--- config.mk ---
export PLATFORM = sky130hd
export DESIGN_NAME = ai_density_engine_flat
export DESIGN_NICKNAME = d
export VERILOG_FILES = /design/src/rtl/ai_density_engine_if.sv /design/src/rtl/ai_density_engine.sv /design/src/flat_wrapper.sv
export SDC_FILE = /design/constraint.sdc
export NUM_CORES = 2
export LEC_CHECK = 0
export CELL_PAD_IN_SITES_DETAIL_PLACEMENT = 0
export CELL_PAD_IN_SITES_GLOBAL_PLACEMENT = 1
export CORE_MARGIN = 2
export CORE_UTILIZATION = 50
export DETAILED_ROUTE_END_ITERATION = 6
export HOLD_SLACK_MARGIN = 0.05
export PLACE_DENSITY = 0.83
export SLEW_MARGIN = 30
export SYNTH_ARGS = -nofsm -noshare
export SYNTH_HDL_FRONTEND = slang
export SYNTH_SLANG_ARGS = --single-unit
--- constraint.sdc ---
create_clock -name clock -period 7 [get_ports clock]
set_clock_uncertainty 0.05 [all_clocks]
set_input_delay 1.4 -clock clock [delete_from_list [all_inputs] [get_ports clock]]
set_output_delay 1.4 -clock clock [all_outputs]
set_load 0.03 [all_outputs]
--- src/rtl/ai_density_engine_if.sv ---
// rtl/ai_density_engine_if.sv - memory-mapped slave bus for the density targeting engine
interface ai_density_engine_if #(
    parameter int GRID = 10
);
    logic [1:0]           addr;
    logic                 write_en;
    logic [GRID*GRID-1:0] data_in;
    logic                 wait_request;
    logic [GRID*GRID+3:0] data_out;

    modport master (output addr, write_en, data_in, input wait_request, data_out);
    modport slave  (input addr, write_en, data_in, output wait_request, data_out);
endinterface

--- src/rtl/ai_density_engine.sv ---
// rtl/ai_density_engine.sv - placement-density targeting engine; AI_HUNT_BOOST_EN enables hit-adjacent weighting
module ai_density_engine #(
    parameter int                     GRID       = 10,
    parameter int                     NUM_SHIPS  = 5,
    parameter logic [4*NUM_SHIPS-1:0] SHIP_LENS  = {4'd2, 4'd3, 4'd3, 4'd4, 4'd5},
    parameter int                     CW         = 8,
    parameter int                     HIT_WEIGHT = 4
) (
    input  logic             clock,
    input  logic             reset,
    ai_density_engine_if.slave bus
);
    localparam int N  = GRID * GRID;
    localparam int IW = $clog2(N);
    localparam int RW = $clog2(GRID + 1);
    localparam int SW = (NUM_SHIPS > 1) ? $clog2(NUM_SHIPS) : 1;
    localparam int WW = CW + 16;
`ifdef AI_HUNT_BOOST_EN
    localparam int BOOST_ON = 1;
`else
    localparam int BOOST_ON = 0;
`endif
    localparam int             BOOST = HIT_WEIGHT * BOOST_ON;
    localparam logic [CW-1:0]  CMAX  = '1;

    typedef enum logic [2:0] {S_CLEAR, S_IDLE, S_PLACE, S_SCAN, S_DONE} state_t;

    state_t               state;
    logic [N-1:0]         fired;
    logic [N-1:0]         hit;
    logic [NUM_SHIPS-1:0] ships;
    logic [CW-1:0]        cnt      [N];
    logic [CW-1:0]        cnt_next [N];
    logic [SW-1:0]        ship_idx;
    logic                 orient;
    logic [RW-1:0]        org_row;
    logic [RW-1:0]        org_col;
    logic [IW-1:0]        scan_idx;
    logic [IW-1:0]        best_idx;
    logic [CW-1:0]        best_val;
    logic                 found;
    logic                 res_valid;
    logic [IW-1:0]        res_idx;
    logic [CW-1:0]        res_max;
    logic                 wait_r;
    logic                 to_idle;

    logic [3:0]           cur_len;
    logic [N-1:0]         span;
    logic                 fits;
    logic                 cand_ok;
    int                   hit_cnt;
    logic [WW-1:0]        weight;
    logic                 scan_better;

    function automatic logic [CW-1:0] sat_add(input logic [CW-1:0] a, input logic [WW-1:0] w);
        logic [WW-1:0] s;
        s = WW'(a) + w;
        return (s > WW'(CMAX)) ? CMAX : s[CW-1:0];
    endfunction

    assign cur_len = SHIP_LENS[4*ship_idx +: 4];

    // Cells covered by the current candidate, clipped at the board edge.
    always_comb begin
        span = '0;
        for (int r = 0; r < GRID; r++) begin
            for (int c = 0; c < GRID; c++) begin
                if (orient)
                    span[r*GRID+c] = (c == int'(org_col)) && (r >= int'(org_row)) &&
                                     (r < int'(org_row) + int'(cur_len));
                else
                    span[r*GRID+c] = (r == int'(org_row)) && (c >= int'(org_col)) &&
                                     (c < int'(org_col) + int'(cur_len));
            end
        end
    end

    always_comb begin
        hit_cnt = 0;
        for (int i = 0; i < N; i++)
            if (span[i] && hit[i]) hit_cnt = hit_cnt + 1;
    end

    assign fits    = orient ? (int'(org_row) + int'(cur_len) <= GRID)
                            : (int'(org_col) + int'(cur_len) <= GRID);
    assign cand_ok = ships[ship_idx] && fits && ((span & fired & ~hit) == '0);
    assign weight  = WW'(1 + BOOST * hit_cnt);

    always_comb begin
        for (int i = 0; i < N; i++) begin
            cnt_next[i] = cnt[i];
            if (cand_ok && span[i] && !fired[i]) cnt_next[i] = sat_add(cnt[i], weight);
        end
    end

    // Strict compare keeps the lowest index on ties.
    assign scan_better = !fired[scan_idx] && (!found || (cnt[scan_idx] > best_val));

    always_comb begin
        bus.data_out = '0;
        case (bus.addr)
            2'd0:    bus.data_out[CW+IW:0]        = {res_valid, res_idx, res_max};
            2'd1:    bus.data_out[N-1:0]          = fired;
            2'd2:    bus.data_out[N-1:0]          = hit;
            default: bus.data_out[NUM_SHIPS-1:0]  = ships;
        endcase
    end

    assign bus.wait_request = wait_r;

    always_ff @(posedge clock) begin
        if (reset) begin
            state     <= S_CLEAR;
            fired     <= '0;
            hit       <= '0;
            ships     <= '0;
            for (int i = 0; i < N; i++) cnt[i] <= '0;
            ship_idx  <= '0;
            orient    <= 1'b0;
            org_row   <= '0;
            org_col   <= '0;
            scan_idx  <= '0;
            best_idx  <= '0;
            best_val  <= '0;
            found     <= 1'b0;
            res_valid <= 1'b0;
            res_idx   <= '0;
            res_max   <= '0;
            wait_r    <= 1'b1;
            to_idle   <= 1'b1;
        end else begin
            case (state)
                S_CLEAR: begin
                    for (int i = 0; i < N; i++) cnt[i] <= '0;
                    ship_idx <= '0;
                    orient   <= 1'b0;
                    org_row  <= '0;
                    org_col  <= '0;
                    scan_idx <= '0;
                    best_idx <= '0;
                    best_val <= '0;
                    found    <= 1'b0;
                    if (to_idle) begin
                        state  <= S_IDLE;
                        wait_r <= 1'b0;
                    end else begin
                        state  <= S_PLACE;
                    end
                end
                S_IDLE: begin
                    if (bus.write_en) begin
                        case (bus.addr)
                            2'd0: begin
                                res_valid <= 1'b0;
                                res_idx   <= '0;
                                res_max   <= '0;
                                to_idle   <= 1'b0;
                                wait_r    <= 1'b1;
                                state     <= S_CLEAR;
                            end
                            2'd1:    fired <= bus.data_in;
                            2'd2:    hit   <= bus.data_in;
                            default: ships <= bus.data_in[NUM_SHIPS-1:0];
                        endcase
                    end
                end
                S_PLACE: begin
                    for (int i = 0; i < N; i++) cnt[i] <= cnt_next[i];
                    // Origin index is the inner loop, then orientation, then ship.
                    if (org_col == RW'(GRID - 1)) begin
                        org_col <= '0;
                        if (org_row == RW'(GRID - 1)) begin
                            org_row <= '0;
                            if (orient) begin
                                orient <= 1'b0;
                                if (ship_idx == SW'(NUM_SHIPS - 1)) state <= S_SCAN;
                                else ship_idx <= ship_idx + 1'b1;
                            end else begin
                                orient <= 1'b1;
                            end
                        end else begin
                            org_row <= org_row + 1'b1;
                        end
                    end else begin
                        org_col <= org_col + 1'b1;
                    end
                end
                S_SCAN: begin
                    if (scan_better) begin
                        found    <= 1'b1;
                        best_idx <= scan_idx;
                        best_val <= cnt[scan_idx];
                    end
                    if (scan_idx == IW'(N - 1)) state <= S_DONE;
                    else scan_idx <= scan_idx + 1'b1;
                end
                S_DONE: begin
                    res_valid <= found;
                    res_idx   <= found ? best_idx : '1;
                    res_max   <= found ? best_val : '0;
                    wait_r    <= 1'b0;
                    state     <= S_IDLE;
                end
                default: state <= S_CLEAR;
            endcase
        end
    end
endmodule

--- src/flat_wrapper.sv ---
// flat-port wrapper written by rule: the top's interface ports become plain ports
module ai_density_engine_flat 
#(
    parameter int                     GRID       = 10,
    parameter int                     NUM_SHIPS  = 5,
    parameter logic [4*NUM_SHIPS-1:0] SHIP_LENS  = {4'd2, 4'd3, 4'd3, 4'd4, 4'd5},
    parameter int                     CW         = 8,
    parameter int                     HIT_WEIGHT = 4
)
  (clock, reset, bus_addr, bus_write_en, bus_data_in, bus_wait_request, bus_data_out);
  ai_density_engine_if #(.GRID(GRID)) bus_i ();
  input  logic clock;
  input  logic reset;
  input wire logic [$bits(bus_i.addr)-1:0] bus_addr;
  input wire logic [$bits(bus_i.write_en)-1:0] bus_write_en;
  input wire logic [$bits(bus_i.data_in)-1:0] bus_data_in;
  output wire logic [$bits(bus_i.wait_request)-1:0] bus_wait_request;
  output wire logic [$bits(bus_i.data_out)-1:0] bus_data_out;
  assign bus_i.addr = bus_addr;
  assign bus_i.write_en = bus_write_en;
  assign bus_i.data_in = bus_data_in;
  assign bus_wait_request = bus_i.wait_request;
  assign bus_data_out = bus_i.data_out;
  ai_density_engine #(.GRID(GRID), .NUM_SHIPS(NUM_SHIPS), .SHIP_LENS(SHIP_LENS), .CW(CW), .HIT_WEIGHT(HIT_WEIGHT)) u_core (.clock(clock), .reset(reset), .bus(bus_i));
endmodule
==> impl_metrics.env <==
export IMPL_globalplace_congestion=1.033
export IMPL_synth_most_common_cell="a21oi_1"
export IMPL_first_pass_iters=7
export IMPL_synth_seq_area_share_pct=45.38
export IMPL_rsz0062_at_grt="false"
export IMPL_post_drt_wl_per_cell_um=28.20
export IMPL_numCtsBuffers=115
export IMPL_fp_dieW_um=363.4
export IMPL_rr_startpoint="u_core.ship_idx[1]"
export IMPL_wirelength_mm=229.8
export IMPL_grt_max_degree=186
export IMPL_clock_sinks=1068
export IMPL_p_sw_mw=4.364
export IMPL_tns_ns=0
export IMPL_hold_path_depth=2
export IMPL_post_cts_resized=0
export IMPL_violations="design-rule violations"
export IMPL_synth_top_cells_by_count="a21oi_1 (950), edfxtp_1 (792), nand2_1 (684)"
export IMPL_yosysTopAreaCellShare_pct=36.83
export IMPL_post_cts_buffers=0
export IMPL_synth_area_mm2=0.06458
export IMPL_cts_root_buf="clkbuf_16"
export IMPL_pwr_share_seq_pct=50.2
export IMPL_min_path_type="flip-flop to flip-flop"
export IMPL_synthMuxAreaShare_pct=11.16
export IMPL_synthXorXnorAreaFrac_pct=3.989
export IMPL_hold_buffers=0
export IMPL_r2r_end="u_core.cnt[21][5]"
export IMPL_synth_fa_ha_area_share_pct=2.581
export IMPL_status="finished, violations left"
export IMPL_fin_crit_sh_pct=91.25
export IMPL_switching_share_pct=27.32
export IMPL_slew_headroom_pct=30.82
export IMPL_ys_warn_count=0
export IMPL_start_util_pct=50.51
export IMPL_via_count=54947
export IMPL_maxCapViolations=0
export IMPL_clk_latency_ns=0.77
export IMPL_r2r_slack_ns=0.61
export IMPL_p_leak_nw=24.56
export IMPL_io_buffers=205
export IMPL_p_int_mw=11.61
export IMPL_ys_flop_type="edfxtp_1"
export IMPL_ios=210
export IMPL_setup_violations=0
export IMPL_grt_pass1_vias=50887
export IMPL_ir_drop_v=0.0002319
export IMPL_synth_compound_area_share_pct=15.39
export IMPL_cts_clk_slew_worst_paths_ns=0.06
export IMPL_syn_instance_count=6237
export IMPL_synth_area_leaders="edfxtp_1 (37%), mux4_2 (9.8%), dfxtp_1 (8.6%), a21oi_1 (7.4%), nand2_1 (4.0%)"
export IMPL_post_synth_top_area_cell="edfxtp_1"
export IMPL_arrival_ns=6.71
export IMPL_detail_route_antenna_nets=0
export IMPL_synth_distinct_cells=94
export IMPL_layoutNonFillerInstCount=8149
export IMPL_maxSlewViolCount=0
export IMPL_synth_top_family_by_area="simple AND/OR/NAND/NOR gates"
export IMPL_pwr_share_comb_pct=10.5
export IMPL_cp_required_ns=7.32
export IMPL_cts_tree="done"
export IMPL_crit_type="flip-flop to flip-flop"
export IMPL_layout_nets=6613
export IMPL_fin_crit_ns=6.387
export IMPL_synth_enable_flop_cells=792
export IMPL_avgSynthCellArea_um2=10.35
export IMPL_synthArstFlopShare_pct=0
export IMPL_grt_use_total_pct=34.00
export IMPL_timing_fmax_ghz=0.1566
export IMPL_min_to="u_core.hit[65]"
export IMPL_rows=131
export IMPL_worst_pin_slew_ns=1.038
export IMPL_place_inst=7921
export IMPL_final_layout_size_suffix_gt1_share_pct=13.74
export IMPL_cts_buffer_depth=3
export IMPL_synth_simple_area_share_pct=18.11
export IMPL_hold_start="u_core.hit[65]"
export IMPL_dp_hpwl_mm=170.1
export IMPL_die_y_um=363.4
export IMPL_via_per_inst=6.743
export IMPL_end_kind="flip-flop"
export IMPL_antenna_found_initial=17
export IMPL_syn2layout_area_growth_pct=13.18
export IMPL_clkPwrFrac_pct=39.3
export IMPL_drtIter0Drc=7590
export IMPL_die_area_mm2=0.1320
export IMPL_yosys_register_bits=1068
export IMPL_r2r_cells=15
export IMPL_grt_overflow=0
export IMPL_grt_pass1_wl_mm=336.2
export IMPL_crit_fanout=50
export IMPL_hold_viol_final=0
export IMPL_start_kind="flip-flop"
export IMPL_htreeDepth=3
export IMPL_coreArea_mm2=0.1278
export IMPL_p_per_area_mw_per_mm2=218.6
export IMPL_drc=3
export IMPL_power_total_mw=15.98
## stage by stage
step	cell area, um2	util (%)	setup WS [ns]	hold slack [ns]
floorplan	64590	-	1.592	0.3936
global placement	69180	54.11	0.8835	0.4033
detailed placement	69210	54.13	0.7974	0.4073
CTS	73060	57.15	0.7307	0.4154
global route	73060	57.15	0.3392	0.4434
finish	73090	57.17	0.6127	0.4166
## flip-flops by register name, indices dropped and copies added (netlist names), named ones only
signal                   cells
u_core.res_valid             1
u_core.org_row               4
u_core.fired               100
u_core.state                 3
u_core.bus.wait_request      1
u_core.ship_idx              3
u_core.res_max               8
u_core.scan_idx              7
u_core.cnt                 800
u_core.res_idx               7
u_core.org_col               4
u_core.orient                1
u_core.best_idx              7
u_core.ships                 5
u_core.found                 1
u_core.best_val              8
u_core.hit                 100
u_core.to_idle               1
## layout make-up
| class | count | area, um2 |
|---|---|---|
| clock inverter | 54 | 508.0 |
| multi-input combinational | 4609 | 33480 |
| clock buffer | 163 | 3341 |
| antenna | 11 | 27.53 |
| tap | 1662 | 2079 |
| timing repair buffer | 389 | 3607 |
| fill | 10937 | 54760 |
| inverter | 193 | 724.4 |
| sequential | 1068 | 29320 |
## per-layer routing
layer / routed length (um) / track usage, % / up-vias
li1: - / - / 24336
met1: 93910 / 48.21 / 26999
met2: 98330 / 49.39 / 3046
met3: 25390 / 7.490 / 562
met4: 12120 / 16.42 / 4
met5: 23 / 0 / -
## power by group through the flow
stage | clock network [mW] | registers [mW] | logic (mW)
CTS | 6.32 | 7.99 | 1.66
finish | 6.28 | 8.02 | 1.68
global route | 6.55 | 8.09 | 1.80
detailed placement | 0 | 8.12 | 1.65
global placement | 0 | 8.10 | 1.62
floorplan | 0 | 7.86 | 1.10
## worst max-delay path by stage
stage / from / endpoint / slack (ns) / cells after the start
floorplan: u_core.ship_idx[1] / u_core.cnt[37][0] / 1.59 / 18
global placement: u_core.ship_idx[1] / u_core.cnt[87][1] / 0.88 / 17
CTS: u_core.ship_idx[1] / u_core.cnt[21][5] / 0.73 / 15
finish: u_core.ship_idx[1] / u_core.cnt[21][5] / 0.61 / 15
detailed placement: u_core.ship_idx[1] / u_core.cnt[21][6] / 0.80 / 16
global route: u_core.ship_idx[1] / u_core.cnt[21][5] / 0.34 / 16
## cell usage in the layout, fill, tap and decap left out, types with 91 or more instances in the layout
master           Yosys  routed
buf_4                4     169
clkbuf_16            0     121
a22oi_1            154     154
nor2_1             248     246
ha_1               130     127
nor3_1             159     159
dfxtp_1            276     269
a21oi_1            950     949
clkdlybuf4s50_1      0     204
edfxtp_1           792     792
xnor2_1            210     210
nor2b_1            118     118
o21ai_0             91      91
inv_1              191     190
nand2_1            684     681
nand3_1            229     229
and3_1             147     147
mux4_2             280     280
nand4_1            202     202
## worst max-delay path, stage by stage (launching register included)
cell and delay, ns:
dfxtp_1 0.47, inv_1 0.14, o21ai_0 0.72, inv_1 0.16, fa_1 0.56, nor3b_1 0.38
a2111oi_4 0.15, mux2i_1 0.49, nor4b_1 0.12, a311o_1 0.36, or4_4 0.55, nor4_4 0.32
nand3b_1 0.19, buf_12 0.27, buf_4 0.30, o31ai_2 0.73
## kinds of logic after synthesis
group | count (synthesis)
AND/OR/NAND/NOR | 2194
AO/OA/AOI/OAI | 1617
flip-flops | 1068
buffers and inverters | 563
multiplexers | 370
XOR/XNOR | 292
adder cells (fa/ha/maj) | 132
other | 1
No activity file was read; power rests on OpenSTA's default activity.
